**src/rtl/mem_access.sv**
```systemverilog
// rtl/mem_access.sv - memory-stage data access controller with wait states, timeout abort and writeback register
module mem_access #(
  parameter int TIMEOUT = 16,
  parameter int AW      = 32
) (
  input  logic          CLK,
  input  logic          RST,
  input  logic          WEN_M,
  input  logic          DRW_M,
  input  logic          DREQ_M,
  input  logic [1:0]    SelWB_M,
  input  logic [4:0]    WA_M,
  input  logic [31:0]   PCADD4_M,
  input  logic [31:0]   ALUOUT_M,
  input  logic [31:0]   DOUT0_M,
  output logic          DREQ,
  output logic          DRW,
  output logic [AW-1:0] DADDR,
  output logic [31:0]   DOUT,
  input  logic [31:0]   DI,
  input  logic          DRDY,
  output logic          STALL_M,
  output logic          BUS_ERR,
  output logic          WEN_W,
  output logic [1:0]    SelWB_W,
  output logic [4:0]    WA_W,
  output logic [31:0]   PCADD4_W,
  output logic [31:0]   ALUOUT_W,
  output logic [31:0]   MDR_W
);

  localparam int CW = $clog2(TIMEOUT + 1);

  typedef enum logic {IDLE, WAIT} state_t;

  state_t        state, state_nxt;
  logic [CW-1:0] wait_cnt, wait_cnt_nxt;

  // Copy of the stalled access; upstream may change the *_M inputs while we wait.
  logic          wen_l;
  logic          drw_l;
  logic [1:0]    selwb_l;
  logic [4:0]    wa_l;
  logic [31:0]   pcadd4_l;
  logic [31:0]   aluout_l;
  logic [31:0]   dout_l;

  logic          capture;
  logic          complete;
  logic          abort;
  logic          stall;
  logic          dreq_c;
  logic          drw_c;
  logic [AW-1:0] daddr_c;
  logic [31:0]   dout_c;

  logic          wb_wen;
  logic [1:0]    wb_selwb;
  logic [4:0]    wb_wa;
  logic [31:0]   wb_pcadd4;
  logic [31:0]   wb_aluout;

  always_comb begin
    state_nxt    = state;
    wait_cnt_nxt = wait_cnt;
    dreq_c       = 1'b1;
    drw_c        = DRW_M;
    daddr_c      = ALUOUT_M[AW-1:0];
    dout_c       = DOUT0_M;
    stall        = 1'b0;
    capture      = 1'b0;
    complete     = 1'b0;
    abort        = 1'b0;
    case (state)
      IDLE: begin
        dreq_c = DREQ_M;
        if (!DREQ_M) begin
          if (DRDY) begin
            complete = 1'b1;
          end else begin
            stall        = 1'b1;
            capture      = 1'b1;
            state_nxt    = WAIT;
            wait_cnt_nxt = '0;
          end
        end
      end
      WAIT: begin
        dreq_c  = 1'b0;
        drw_c   = drw_l;
        daddr_c = aluout_l[AW-1:0];
        dout_c  = dout_l;
        if (DRDY) begin
          complete     = 1'b1;
          state_nxt    = IDLE;
          wait_cnt_nxt = '0;
        end else if (wait_cnt == CW'(TIMEOUT)) begin
          // Give up: release the bus and let the pipeline move on with a bubble.
          abort        = 1'b1;
          dreq_c       = 1'b1;
          state_nxt    = IDLE;
          wait_cnt_nxt = '0;
        end else begin
          stall        = 1'b1;
          wait_cnt_nxt = wait_cnt + CW'(1);
        end
      end
      default: begin
        state_nxt    = IDLE;
        wait_cnt_nxt = '0;
      end
    endcase
    if (RST) begin
      dreq_c = 1'b1;
      stall  = 1'b0;
    end
  end

  assign DREQ    = dreq_c;
  assign DRW     = drw_c;
  assign DADDR   = daddr_c;
  assign DOUT    = dout_c;
  assign STALL_M = stall;

  always_comb begin
    if (state == WAIT) begin
      wb_wen    = wen_l;
      wb_selwb  = selwb_l;
      wb_wa     = wa_l;
      wb_pcadd4 = pcadd4_l;
      wb_aluout = aluout_l;
    end else begin
      wb_wen    = WEN_M;
      wb_selwb  = SelWB_M;
      wb_wa     = WA_M;
      wb_pcadd4 = PCADD4_M;
      wb_aluout = ALUOUT_M;
    end
  end

  always_ff @(posedge CLK) begin
    if (RST) begin
      state    <= IDLE;
      wait_cnt <= '0;
      BUS_ERR  <= 1'b0;
      WEN_W    <= 1'b1;
      SelWB_W  <= '0;
      WA_W     <= '0;
      PCADD4_W <= '0;
      ALUOUT_W <= '0;
      MDR_W    <= '0;
      wen_l    <= 1'b1;
      drw_l    <= 1'b0;
      selwb_l  <= '0;
      wa_l     <= '0;
      pcadd4_l <= '0;
      aluout_l <= '0;
      dout_l   <= '0;
    end else begin
      state    <= state_nxt;
      wait_cnt <= wait_cnt_nxt;
      if (capture) begin
        wen_l    <= WEN_M;
        drw_l    <= DRW_M;
        selwb_l  <= SelWB_M;
        wa_l     <= WA_M;
        pcadd4_l <= PCADD4_M;
        aluout_l <= ALUOUT_M;
        dout_l   <= DOUT0_M;
      end
      if (abort) begin
        BUS_ERR <= 1'b1;
      end
      if (stall) begin
        WEN_W <= 1'b1;
      end else begin
        WEN_W    <= abort ? 1'b1 : wb_wen;
        SelWB_W  <= wb_selwb;
        WA_W     <= wb_wa;
        PCADD4_W <= wb_pcadd4;
        ALUOUT_W <= wb_aluout;
        if (abort) begin
          MDR_W <= 32'h0;
        end else if (complete && !drw_c) begin
          MDR_W <= DI;
        end
      end
    end
  end

endmodule

```
**config.mk**
```make
export PLATFORM = sky130hd
export DESIGN_NAME = mem_access
export DESIGN_NICKNAME = d
export VERILOG_FILES = /design/src/rtl/mem_access.sv
export SDC_FILE = /design/constraint.sdc
export NUM_CORES = 1
export LEC_CHECK = 0
export CAP_MARGIN = 0
export CORE_MARGIN = 10
export CORE_UTILIZATION = 40
export CTS_CLUSTER_DIAMETER = 80
export CTS_CLUSTER_SIZE = 24
export DETAILED_ROUTE_END_ITERATION = 10
export GPL_ROUTABILITY_DRIVEN = 0
export PLACE_DENSITY = 0.73
export SYNTH_ARGS = -nofsm -noshare
export SYNTH_HDL_FRONTEND = slang
export SYNTH_SLANG_ARGS = --single-unit
```
**constraint.sdc**
```tcl
create_clock -name CLK -period 2.1 [get_ports CLK]
set_clock_uncertainty 0.05 [all_clocks]
set_input_delay 0.42 -clock CLK [delete_from_list [all_inputs] [get_ports CLK]]
set_output_delay 0.42 -clock CLK [all_outputs]
set_load 0.03 [all_outputs]
```
==> flow_summary.json, run 1 <==
{
  "yosysSeqAreaShare": 0.447,
  "antenna_found_initial": 2,
  "use_met2": 0.347,
  "grt_pass1_wl_um": 52200,
  "drt-pass1-iter-count": 5,
  "die_w_um": 175,
  "placed_area_mm2": 0.0132,
  "crit_fanout": 6,
  "syn-cell-area_mm2": 0.00967,
  "dp_cells": 1651,
  "worst_pin_slew_ns": 0.620,
  "cp_cell_sequence": "buf_12 > buf_12 > buf_16 > mux2_4 > buf_12",
  "cpPeakStageDelay_ns": 0.39,
  "wire_per_inst_um": 20.1,
  "top_usage_layer": "met2",
  "synth-seq-cells": 216,
  "violations": "negative setup slack",
  "cts.htree.levels": 1,
  "max_freq_mhz": 455,
  "total_power_mw": 9.80,
  "wl_um": 34200,
  "drive_gt1_frac": 0.211,
  "critical_path_required_ns": 1.63,
  "synthMuxAreaShare": 0.121,
  "power.switching_mw": 2.94,
  "leakage_nw": 5.40,
  "power_frac_clock": 0.262,
  "synth_area_leaders": "dfxtp_1 45%, mux2_2 12%, a211oi_1 9.6%",
  "synth-compound-area-share": 0.225,
  "slowest_stage": "dfxtp_4",
  "rsz0062_at_grt": "true",
  "vias": 9099,
  "synthSimpleGateAreaFrac": 0.116,
  "yosys.area_share.adder": 0.00259,
  "pin_count": 313,
  "grt_pass1_vias": 8981,
  "met3_usage": 0.0543,
  "status": "finished, violations left",
  "clk_latency_ns": 0.47,
  "drc": 0,
  "fill_cells": 1953,
  "cp_top_family": "buffers and inverters",
  "yosysWarnings": 0,
  "dpl_worst_slack_ns": -0.0933,
  "cts_buffers": 13,
  "min_period_ns": 2.20,
  "hold_viol_final": 0,
  "start_kind": "flip-flop",
  "nets": 1522,
  "portBuffers": 312,
  "syn2layout_area_growth_pct": 50.1,
  "ant_nets": 0,
  "synth_top_cell_area_share": 0.447,
  "synth_top_family_by_area": "compound AO/OA/AOI/OAI gates",
  "maxCapViolCount": 0,
  "layout_common_cells": "242 x clkdlybuf4s50_1, 214 x nand2_1, 212 x dfxtp_1",
  "regArea_mm2": 0.00433,
  "clockRootBuffer": "clkbuf_16",
  "arrival_ns": 1.73,
  "rows": 56,
  "dpl.hpwl_um": 22400,
  "path_common_cell": "buf_12",
  "grt_overflow": 0,
  "yosysTopAreaCell": "dfxtp_1",
  "internal_power_mw": 6.86,
  "p_comb_frac": 0.280,
  "layout.cells.non_filler": 1703,
  "period_share": 1.05,
  "critPathCaptureType": "primary output",
  "slew_headroom": 0.587,
  "irDropWorstVdd_mv": 0.517,
  "syn_avg_cell_area_um2": 8.81,
  "cts_sinks": 216,
  "setup_tns_ns": -2.09,
  "avgViaCountPerCell": 5.34,
  "fin_util": 0.615,
  "initialDrtViolationCount": 539,
  "setup_slack_ns": -0.0964,
  "seqPwrFrac": 0.458,
  "final_common_cell": "clkdlybuf4s50_1",
  "path_buf_inv": 4,
  "cts_tree": "yes",
  "syn_inst": 1098,
  "initial_core_util": 0.409,
  "timing.hold.ws_ns": 0.109,
  "die_area_mm2": 0.0308,
  "grt.met1_usage": 0.253,
  "synth_xor_area_frac": 0,
  "clk_pin_slew_ns": 0.10,
  "multi_input_area_mm2": 0.00482,
  "grtUsageTotal": 0.205,
  "final_cell_area_mm2": 0.0145,
  "hold_path.class": "in -> reg",
  "swShare": 0.300,
  "grt_max_degree": 122,
  "drv_slew": 0,
  "syn_nets": 1241,
  "ys_types": 36,
  "pwr_density_cell_mw_per_mm2": 675,
  "fp.dieH_um": 175,
  "clockBufferDepth": 3,
  "setup_viol": 42,
  "critPathKind": "reg -> out",
  "core_area_mm2": 0.0236
}
## power groups by stage
stage	sequential [mW]	clock, mW	combinational (mW)
final	4.49	2.57	2.75
after global routing	4.52	2.80	2.91
after CTS	4.48	2.64	2.71
after detailed placement	4.57	0	2.50
after global placement	4.57	0	2.47
after floorplan	4.85	0	1.07
## state kept, by name (all words and copies together), names as in the netlist
register and cells:
ALUOUT_W 32, BUS_ERR 1, MDR_W 32, PCADD4_W 32
SelWB_W 2, WA_W 5, WEN_W 1, aluout_l 32
dout_l 32, drw_l 1, pcadd4_l 32, selwb_l 2
state 1, wa_l 5, wait_cnt 5, wen_l 1
## logic make-up after synthesis
logic type      Yosys count
compound gates          324
fa+ha+maj                 2
buf+inv                 185
flops                   216
mux                     104
simple gates            267
## layer usage
| layer | routed length (um) | vias up |
|---|---|---|
| li1 | - | 4387 |
| met1 | 14400 | 4409 |
| met2 | 16800 | 257 |
| met3 | 2320 | 44 |
| met4 | 698 | 2 |
| met5 | 13 | - |
## worst reg2reg max path, cell delays in order (launching register included)
cell and delay [ns]:
dfxtp_4 0.39, buf_12 0.15, buf_8 0.14, buf_4 0.16
or4b_1 0.57, buf_12 0.20, nand3_1 0.11, a21oi_1 0.07
## cell type report
class / count / area share
multi-input combinational: 697 / 0.332
sequential: 216 / 0.299
timing repair buffer: 377 / 0.297
tap: 319 / 0.0275
clock buffer: 15 / 0.0236
inverter: 74 / 0.0191
clock inverter: 4 / 0.00181
antenna: 1 / 0.000172
## worst paths after layout
check	startpoint	end	slack [ns]	depth (start not counted)
max	state	DOUT[9]	-0.1	5
min	RST	state	0.11	2
max reg2reg	state	MDR_W[13]	0.12	7
min reg2reg	PCADD4_W[23]	PCADD4_W[23]	0.41	2
## timing repair
action,4_1_cts,5_1_grt
hold buffers,0,0
hold endpoints to repair,0,0
resized for setup,108,27
pin swaps,3,0
cloned,7,2
setup endpoints to repair,67,100
setup buffers,14,11
## cell usage after synthesis
| cell | instances |
|---|---|
| nand4b_1 | 1 |
| a21o_1 | 3 |
| o22ai_1 | 1 |
| buf_2 | 46 |
| or3_1 | 1 |
| ha_1 | 2 |
| a31oi_1 | 1 |
| a211oi_2 | 19 |
| a211oi_1 | 123 |
| inv_1 | 74 |
| nand2_1 | 214 |
| nor2b_1 | 3 |
| nand2b_1 | 1 |
| buf_6 | 10 |
| or4b_1 | 1 |
| nand3b_1 | 2 |
| nor3b_1 | 1 |
| nor3_4 | 2 |
| a311oi_1 | 1 |
| or4_1 | 1 |
| nor2_1 | 2 |
| o21ba_2 | 1 |
| nand4_1 | 1 |
| a22oi_1 | 1 |
| nand4bb_1 | 1 |
| nor4bb_1 | 1 |
| clkbuf_1 | 51 |
| a41oi_1 | 1 |
| nand3_1 | 35 |
| o21bai_1 | 1 |
| o21ai_0 | 1 |
| o211ai_1 | 32 |
| buf_4 | 4 |
| dfxtp_1 | 216 |
| a21oi_1 | 139 |
| mux2_2 | 104 |
Note: power is estimated with default switching activity, not from simulation.
==> inputs of run 2 (changes only) <==
--- a/config.mk
+++ b/config.mk
@@ -12,6 +12,7 @@
 export CTS_CLUSTER_SIZE = 24
 export DETAILED_ROUTE_END_ITERATION = 10
 export GPL_ROUTABILITY_DRIVEN = 0
+export GPL_TIMING_DRIVEN = 1
 export PLACE_DENSITY = 0.73
 export SYNTH_ARGS = -nofsm -noshare
 export SYNTH_HDL_FRONTEND = slang
==> constraint.sdc (replaced) <==
create_clock -name CLK -period 2.1 [get_ports CLK]
set_clock_uncertainty 0.05 [all_clocks]
set_input_delay 0.42 -clock CLK [delete_from_list [all_inputs] [get_ports CLK]]
set_output_delay 0.42 -clock CLK [all_outputs]
set_load 0.005 [all_outputs]
==> flow_summary.json, run 2 (synthesized netlist as in run 1, its figures left out) <==
{
  "cts.htree.levels": 1,
  "setup_slack_ns": -0.166,
  "grtUsageTotal": 0.205,
  "seqPwrFrac": 0.468,
  "wire_per_inst_um": 19.8,
  "max_freq_mhz": 441,
  "die_w_um": 175,
  "min_to": "ALUOUT_W[20]",
  "dpl.hpwl_um": 22100,
  "hold_viol_final": 0,
  "reg2reg_to": "MDR_W[19]",
  "status": "finished, violations left",
  "setup_tns_ns": -6.13,
  "rsz0062_at_grt": "true",
  "maxCapViolCount": 0,
  "start_kind": "flip-flop",
  "critical_path_required_ns": 1.63,
  "slew_headroom": 0.352,
  "layout.cells.non_filler": 1743,
  "power_frac_clock": 0.300,
  "power.switching_mw": 2.61,
  "dp_cells": 1673,
  "drc": 0,
  "cts_buffers": 14,
  "p_comb_frac": 0.231,
  "hold_buffers": 0,
  "period_share": 1.08,
  "pwr_density_cell_mw_per_mm2": 651,
  "clockBufferDepth": 3,
  "critPathCaptureType": "primary output",
  "leakage_nw": 5.50,
  "setup_viol": 93,
  "initial_core_util": 0.409,
  "hold_depth": 2,
  "clk_latency_ns": 0.48,
  "drv_slew": 0,
  "cts_sinks": 216,
  "swShare": 0.272,
  "reg2reg_depth": 9,
  "fp.dieH_um": 175,
  "hp-start": "RST",
  "multi_input_area_mm2": 0.00488,
  "drt-pass1-iter-count": 7,
  "dpl_worst_slack_ns": -0.454,
  "final_common_cell": "clkdlybuf4s50_1",
  "irDropWorstVdd_mv": 0.439,
  "regArea_mm2": 0.00433,
  "clk_pin_slew_ns": 0.09,
  "worst_pin_slew_ns": 0.972,
  "nets": 1560,
  "die_area_mm2": 0.0308,
  "rows": 56,
  "critPathKind": "reg -> out",
  "grt_pass1_wl_um": 51900,
  "fill_cells": 1989,
  "antenna_found_initial": 1,
  "grt_overflow": 0,
  "drive_gt1_frac": 0.249,
  "fin_util": 0.624,
  "layout_common_cells": "244 x clkdlybuf4s50_1, 214 x nand2_1, 213 x dfxtp_1",
  "arrival_ns": 1.80,
  "ant_nets": 0,
  "syn2layout_area_growth_pct": 52.3,
  "grt_max_degree": 182,
  "pin_count": 313,
  "min_period_ns": 2.27,
  "vias": 9308,
  "initialDrtViolationCount": 778,
  "grt_pass1_vias": 8995,
  "internal_power_mw": 6.98,
  "portBuffers": 312,
  "avgViaCountPerCell": 5.34,
  "r2r_setup_slack_ns": -0.05,
  "crit_fanout": 5,
  "crit_start": "state",
  "timing.hold.ws_ns": 0.0809,
  "cts_tree": "yes",
  "core_area_mm2": 0.0236,
  "hold_path.class": "in -> reg",
  "wl_um": 34500,
  "violations": "negative setup slack",
  "r2r_start": "state",
  "clockRootBuffer": "clkbuf_16"
}
==> run 2: cell count changes in the layout (fill, tap and decap cells not counted), sizes merged <==
cell,delta
buf,+31
clkbuf,+7
inv,+4
bufbuf,-2
clkdlybuf4s50,+2
clkinvlp,-1
dlymetal6s2s,-1
==> run 2: area by class of cell <==
type,instances,share of cell area
tap,319,0.0271
inverter,74,0.0189
clock inverter,7,0.00416
clock buffer,15,0.0255
antenna,1,0.000170
sequential,216,0.294
multi-input combinational,697,0.332
timing repair buffer,414,0.298
==> run 2: per-stage QoR <==
stage	total power [mW]	instance area (um2)
after floorplan	5.43	9670
after global placement	6.49	13200
after detailed placement	6.52	13200
after CTS	9.56	14300
after global routing	10.0	14700
final	9.59	14700
==> run 2: how the worst max path moves through the flow <==
stage,endpoint,slack (ns),cells past startpoint
after global placement,STALL_M,-0.44,6
after CTS,DOUT[5],-0.18,5
after detailed placement,ALUOUT_W[1],-0.45,7
after global routing,DRW,-0.20,6
after floorplan,STALL_M,0.30,7
final,DOUT[29],-0.17,6
==> run 2: routing by layer <==
layer | part of all wire | wire (um) | GRT usage | vias to the layer above
met5 | 0 | 0 | 0 | -
li1 | - | - | - | 4465
met3 | 0.068 | 2340 | 0.0483 | 45
met4 | 0.026 | 886 | 0.0530 | 0
met2 | 0.48 | 16600 | 0.344 | 319
met1 | 0.43 | 14700 | 0.259 | 4479
==> run 2: worst max-delay path: stages, from the launching register on <==
cell and delay (ns):
dfxtp_4 0.37, buf_12 0.14, buf_12 0.14, buf_16 0.13
buf_12 0.12, mux2_4 0.29, buf_6 0.12
==> run 2: timing repair <==
action                                  CTS  global route
resized for setup                       369            78
cloned                                    5             6
buffers inserted                         32             8
endpoints found under the setup margin   67           184
endpoints found under the hold margin     0             0
pin swaps                                 4             1
==> run 2: power by group through the flow <==
stage / sequential, mW / clock, mW / combinational [mW]
finish: 4.49 / 2.88 / 2.22
global route: 4.52 / 3.09 / 2.39
CTS: 4.48 / 2.96 / 2.12
detailed placement: 4.57 / 0 / 1.94
global placement: 4.57 / 0 / 1.92
floorplan: 4.56 / 0 / 0.866
